===== src/rtl/md_issue_ctrl.sv =====
// E-stage issue controller for the multiply/divide unit: gates mult/div/mthi/mtlo into the unit,
// tracks the unit's start/busy life cycle and stalls D on HI/LO hazards. Option: MD_PERF_CNT_EN.
module md_issue_ctrl #(
    parameter int TIMEOUT = 16
) (
    input  logic        clk,
    input  logic        reset,
    input  logic        e_valid,
    input  logic [3:0]  e_md_op,
    input  logic        d_md_use,
    input  logic        m_exc,
    input  logic        md_busy,
    output logic [3:0]  md_op,
    output logic        stall_d,
    output logic        md_err,
    output logic [31:0] perf_cnt
);
    typedef enum logic [1:0] {IDLE, START, BUSY} state_t;

    localparam int TW = $clog2(TIMEOUT + 1);
    localparam logic [TW-1:0] TMAX = TW'(TIMEOUT);

    state_t        state_q, state_d;
    logic [TW-1:0] tcnt_q, tcnt_d;
    logic          md_err_q, md_err_d;
    logic          live, is_md, is_wr, idle, issue, wr;

    // Gating on reset keeps the unit quiet while the controller is held in reset.
    assign live  = e_valid & ~m_exc & reset;
    assign is_md = (e_md_op >= 4'd1) && (e_md_op <= 4'd4);
    assign is_wr = (e_md_op == 4'd7) || (e_md_op == 4'd8);
    assign idle  = (state_q == IDLE);
    assign issue = live & is_md & ~md_busy & idle;
    assign wr    = live & is_wr & ~md_busy & idle;

    assign md_op   = (issue | wr) ? e_md_op : 4'd0;
    assign stall_d = d_md_use & (issue | ~idle | md_busy);
    assign md_err  = md_err_q;

    always_comb begin
        state_d  = state_q;
        tcnt_d   = tcnt_q;
        md_err_d = md_err_q;
        // A unit op reaching E while a result is in flight means the D stall leaked.
        if (live & (is_md | is_wr) & (~idle | md_busy))
            md_err_d = 1'b1;
        case (state_q)
            IDLE: begin
                if (issue) begin
                    state_d = START;
                    tcnt_d  = '0;
                end
            end
            START: begin
                if (md_busy) begin
                    state_d = BUSY;
                end else begin
                    state_d  = IDLE;
                    md_err_d = 1'b1;
                end
            end
            BUSY: begin
                if (!md_busy) begin
                    state_d = IDLE;
                end else if (tcnt_q == TMAX) begin
                    md_err_d = 1'b1;
                end else begin
                    tcnt_d = tcnt_q + TW'(1);
                end
            end
            default: state_d = IDLE;
        endcase
    end

    always_ff @(posedge clk or negedge reset) begin
        if (!reset) begin
            state_q  <= IDLE;
            tcnt_q   <= '0;
            md_err_q <= 1'b0;
        end else begin
            state_q  <= state_d;
            tcnt_q   <= tcnt_d;
            md_err_q <= md_err_d;
        end
    end

`ifdef MD_PERF_CNT_EN
    logic [31:0] perf_q, perf_d;

    assign perf_d   = perf_q + {31'd0, stall_d};
    assign perf_cnt = perf_q;

    always_ff @(posedge clk or negedge reset) begin
        if (!reset) perf_q <= 32'd0;
        else        perf_q <= perf_d;
    end
`else
    assign perf_cnt = 32'h0;
`endif

endmodule


===== config.mk =====
export PLATFORM = sky130hd
export DESIGN_NAME = md_issue_ctrl
export DESIGN_NICKNAME = d
export VERILOG_FILES = /design/src/rtl/md_issue_ctrl.sv
export SDC_FILE = /design/constraint.sdc
export NUM_CORES = 1
export LEC_CHECK = 0
export ABC_AREA = 0
export CAP_MARGIN = 20
export CORE_AREA = 4 4 52 54
export CTS_CLUSTER_DIAMETER = 40
export DETAILED_ROUTE_END_ITERATION = 8
export DIE_AREA = 0 0 56 58
export GPL_TIMING_DRIVEN = 0
export PLACE_DENSITY = 0.83
export SYNTH_ARGS = -nofsm -noshare
export SYNTH_HDL_FRONTEND = slang
export SYNTH_SLANG_ARGS = --single-unit

===== constraint.sdc =====
create_clock -name clk -period 2.5 [get_ports clk]
set_input_delay 0.5 -clock clk [delete_from_list [all_inputs] [get_ports clk]]
set_output_delay 0.5 -clock clk [all_outputs]
set_load 0.05 [all_outputs]

### Yosys cells after proc, flatten, opt, wreduce, memory -nomap -nowiden

Index checks and enable logic that the tools add are counted.

| storage, ports and cells | value |
|---|---|
| logic and storage cells | 54 |
| output and inout bits | 38 |
| bits in registers | 8 |
| bits of input ports | 10 |

| cells by class | value |
|---|---|
| equal/unequal tests | 9 |
| mux-type cells | 14 |
| $add $sub $neg | 1 |
| reductions and logical operators | 6 |
| $lt $le $gt $ge | 2 |
| bitwise operators | 19 |

Operator list:

| cell | count |
|---|---|
| 5-bit two-way mux | 3 |
| 1-bit bitwise AND | 11 |
| 5-bit one-hot mux with 2 select lines | 1 |
| 2-bit two-way mux | 3 |
| 2-bit inequality test (second input constant) | 3 |
| 2-bit one-hot mux with 3 select lines | 1 |
| 5-bit by 1-bit adder with 5-bit output (second input constant) | 1 |
| 5-bit equality test (second input constant) | 1 |
| 1-bit bitwise OR | 5 |
| 4-bit by 3-bit equality test with 1-bit output (second input constant) | 1 |
| 4-bit equality test (second input constant) | 1 |
| 4-bit by 1-bit >= comparator with 1-bit output (second input constant) | 1 |
| 4-bit by 3-bit <= comparator with 1-bit output (second input constant) | 1 |
| 1-bit two-way mux | 4 |
| 4-bit two-way mux | 1 |
| 4-bit AND reduction | 1 |
| 1-bit inverter | 3 |
| 2-bit by 1-bit equality test with 1-bit output (second input constant) | 1 |
| 2-bit equality test (second input constant) | 1 |
| 2-bit zero test | 1 |
| 2-bit by 1-bit inequality test with 1-bit output (second input constant) | 1 |
| 1-bit one-hot mux with 2 select lines | 1 |
| 2-bit AND reduction | 1 |
| 2-bit nonzero test | 1 |
| 2 further kinds | 2 |

### Longest topological paths before layout

| depth | value |
|---|---|
| depth in word-level cells | 9 |
| gate-level depth with buffers | 7 |

### Worst setup path after synthesis

OpenSTA, ideal clock, no wires.

| path | value |
|---|---|
| kind | in2out |
| start | input e_md_op[1] |
| end | output md_op[0] |
| stages on the path | 4 |
| data required time | 2000 ps |
| data arrival time | 2014 ps |
| slack | -14 ps |
| cells stage by stage | or3b_2 a31oi_1 o2111ai_1 nor2_1 |

| on the way | value |
|---|---|
| word-level cells in the longest chain between the ends | 7 |

RTL lines:

| item | line | text |
|---|---|---|
| start: declaration | 9 | `input logic [3:0] e_md_op,` |
| 4-bit by 1-bit >= comparator with 1-bit output (tied with other cells) | 30 | `assign is_md = (e_md_op >= 4'd1) && (e_md_op <= 4'd4);` |
| 1-bit logical AND / 1-bit logical OR (equally long branches) | 30, 31 |  |
| 1-bit bitwise AND, on equally long branches (3 in series) | 33, 34 |  |
| 1-bit bitwise OR * | 36 | `assign md_op = (issue \| wr) ? e_md_op : 4'd0;` |
| 4-bit two-way mux * | 36 |  |
| end: declaration | 13 | `output logic [3:0] md_op,` |

Mark *: on every way between the ends. The rest lies on a longest branch, timed or not.

### Worst setup path after layout

| path | value |
|---|---|
| start | input e_md_op[1] |
| end | output md_op[3] |

The elaborated chain is that of the path after synthesis.

==> out/results.txt <==
status - complete, no violations
Max-slew headroom - 0.612
min-delay worst type - primary input to async pin
critical path, cell by cell - dlygate4sd2_1 -> or3b_4 -> a31oi_4 -> o2111ai_4 -> nor2_1 -> buf_6
endpoints failing hold - 0
post-synthesis compound-gate area fraction - 0.178
startpoint type of the worst setup path - primary input
DRT Pass-1 Iters - 5
initial antenna violation count - 0
Core Region - 2210 sq um
critical path's top delay family - simple AND/OR/NAND/NOR gates
Post-Synth Adder-Cell Area - 0.0670
Rows - 17
placement-stage cell area - 1230 sq um
GPL Wtd Cong - 0.816
largest family of logic cells by synthesized area - buffers and inverters
Via density - 4.30
Synth Area in Simple Gates - 0.205
first-pass GRT wire length - 3400 um
worst-case reg-to-reg path depth - 6
synth warn - 0
PortBufs - 15
Max VDD drop - 0.445 mV
largest net degree at the start of global routing - 11
top-level I/O count - 48
final instance area - 1300 sq um
Max Freq - 406 MHz
Largest stage delay, worst path - 440 ps
RSZ-0062 raised after global routing - true
initial DRC count - 19
Synth Area in XOR/XNOR - 0
CP arrival - 1960 ps
Slew Viols, Final - 0
Reg2Reg Launch Point - state_q[0]$_DFFE_PN0P_
WL per Instance - 10.7 um
number of flops mapped to enable cells by yosys - 0
Maximum Capacitance Violations - 0
Worst Path Required - 2000 ps
htree depth - 1
GRT overflow - 0
Die Wd - 56 um
syn avg cell area - 8.41 sq um
RR Endpoint - tcnt_q[3]$_DFFE_PN0P_
hold bufs inserted after CTS - 0
predominant post-synthesis flop cell - dfrtp_1
CP endpoint kind - primary output
number of global-route vias before repair - 800
post-synthesis cell type count - 38
min cycle time layout - 2460 ps
Seq/Total Area, Yosys - 0.214
DRC - 0
Reg2Reg Setup Slack - 570 ps
Total Nets Final - 178
Leakage - 0.708 nW
worst path bufs/invs - 2
Power Total - 863 uW
fillers - 208
Die Ht - 58 um
ANT nets after route - 0
fraction of layout cells with a size suffix above 1 - 0.298
clock buffer depth - 2
Clock Skews - 5.67 ps
Clock Latency Late Sink - 270 ps
Initial Utilization - 0.422
TritonCTS buffer count - 3
CP max-delay cell - or3b_4
CTS tree - built
Final setup violation count - 0
cells after synthesis - 111
area delta synth->final - 39.0%
Total GRT Usage - 0.128
Setup Crit Path Kind - primary input to primary output
fin crit share - 0.986
number of diodes - 0
Routed WL - 2030 um
HPWL Detailed - 1570 um
FF+latch count, synth - 8
CTS root buffer - clkbuf_4
Via Count - 812
Slew @ Worst Pin - 576 ps
CP max FO - 6
mapped cell area - 933 sq um
Reg clk slew, reported paths - 60 ps
clk sinks - 8
ys async rst share - 1.00
die area - 3250 sq um
PwrDens - 665 nW/um^2
post-synthesis mux area share - 0.0214
## cells by family (layout without fill, tap and decap cells)
logic type | count (synthesis) | in the layout
buffers and inverters | 45 | 64
AND/OR/NAND/NOR | 31 | 31
AO/OA/AOI/OAI | 19 | 19
flip-flops | 8 | 8
adder cells (fa/ha/maj) | 5 | 5
multiplexers | 2 | 2
other | 1 | 32
## sequential cells by signal, summed over array words and instances, names as in the netlist
signal	cells
state_q	2
md_err	1
tcnt_q	5
## per-layer routing
| metal | share of wire | up-vias | global-route usage | wire length (um) |
|---|---|---|---|---|
| met3 | 0.11 | 5 | 0.0490 | 229 |
| li1 | - | 421 | - | - |
| met5 | 0 | - | 0 | 0 |
| met4 | 0.015 | 0 | 0.0644 | 31 |
| met2 | 0.47 | 35 | 0.210 | 952 |
| met1 | 0.40 | 351 | 0.147 | 814 |
## through the flow
stage | hold slack, ps | setup TNS (ps) | std cells | worst slack (ps) | util
after floorplan | 204 | -54.4 | 142 | -13.6 | -
after global placement | 486 | -4560 | 185 | -1030 | 0.558
after detailed placement | 502 | -5090 | 185 | -1090 | 0.558
after CTS | 327 | 0 | 189 | 2.43 | 0.576
after global routing | 305 | -93.9 | 189 | -33.1 | 0.587
final | 270 | 0 | 189 | 35.5 | 0.587
## repair_timing
item,4_1_cts,5_1_grt
pin swaps,3,1
buffers inserted,1,0
endpoints found under the setup margin,5,5
gates resized for setup,40,5
## how the worst max path moves through the flow
| stage | from | end | slack (ps) | cells after the start |
|---|---|---|---|---|
| after floorplan | e_md_op[1] | md_op[0] | -10 | 4 |
| after global placement | reset | stall_d | -1030 | 5 |
| after detailed placement | reset | stall_d | -1090 | 5 |
| after CTS | e_md_op[3] | stall_d | 2 | 5 |
| after global routing | e_md_op[1] | md_op[2] | -30 | 6 |
| final | e_md_op[1] | md_op[3] | 40 | 6 |
## area by class of cell
type,instances,area (sq um),share of cell area
buffer,33,244,0.188
multi-input combinational,89,601,0.463
timing repair buffer,16,150,0.116
clock buffer,3,22.5,0.0174
sequential,8,200,0.154
inverter,12,45.0,0.0347
tap,28,35.0,0.0270
## where the power goes
group          switching [mW]  internal (mW)
Sequential             0.0145          0.154
Clock                  0.0479         0.0552
Combinational           0.384          0.207
Total                   0.446          0.417
## cells in the mapped netlist (2+ instances only)
library cell	n	area, sq um
a31oi_1	3	18.8
inv_1	12	45.0
nand2_1	6	22.5
o2111ai_1	2	17.5
mux2i_1	2	20.0
nor2_1	7	26.3
o2bb2ai_1	2	17.5
nand3_1	3	15.0
ha_1	5	62.6
o21a_1	2	15.0
dfrtp_1	8	200
and2_1	2	12.5
buf_4	32	240
## worst reg2reg max path: stages, from the launching register on
cell and delay (ps):
dfrtp_1 370, inv_1 90, ha_1 220, clkbuf_1 220
o21ai_0 530, nand3_4 170, a21bo_1 220
## cells in the final DEF (no fill, tap or decap), types with 2 or more instances in the layout
master,count
buf_4,36
conb_1,32
inv_1,12
dfrtp_1,8
nor2_1,7
nand2_1,6
ha_1,5
clkdlybuf4s50_1,4
dlygate4sd2_1,4
nand3_1,3
clkbuf_4,3
and2_1,2
a31oi_1,2
o21a_1,2
o2bb2ai_1,2
mux2i_1,2
buf_6,2
No activity file was read; power rests on OpenSTA's default activity.
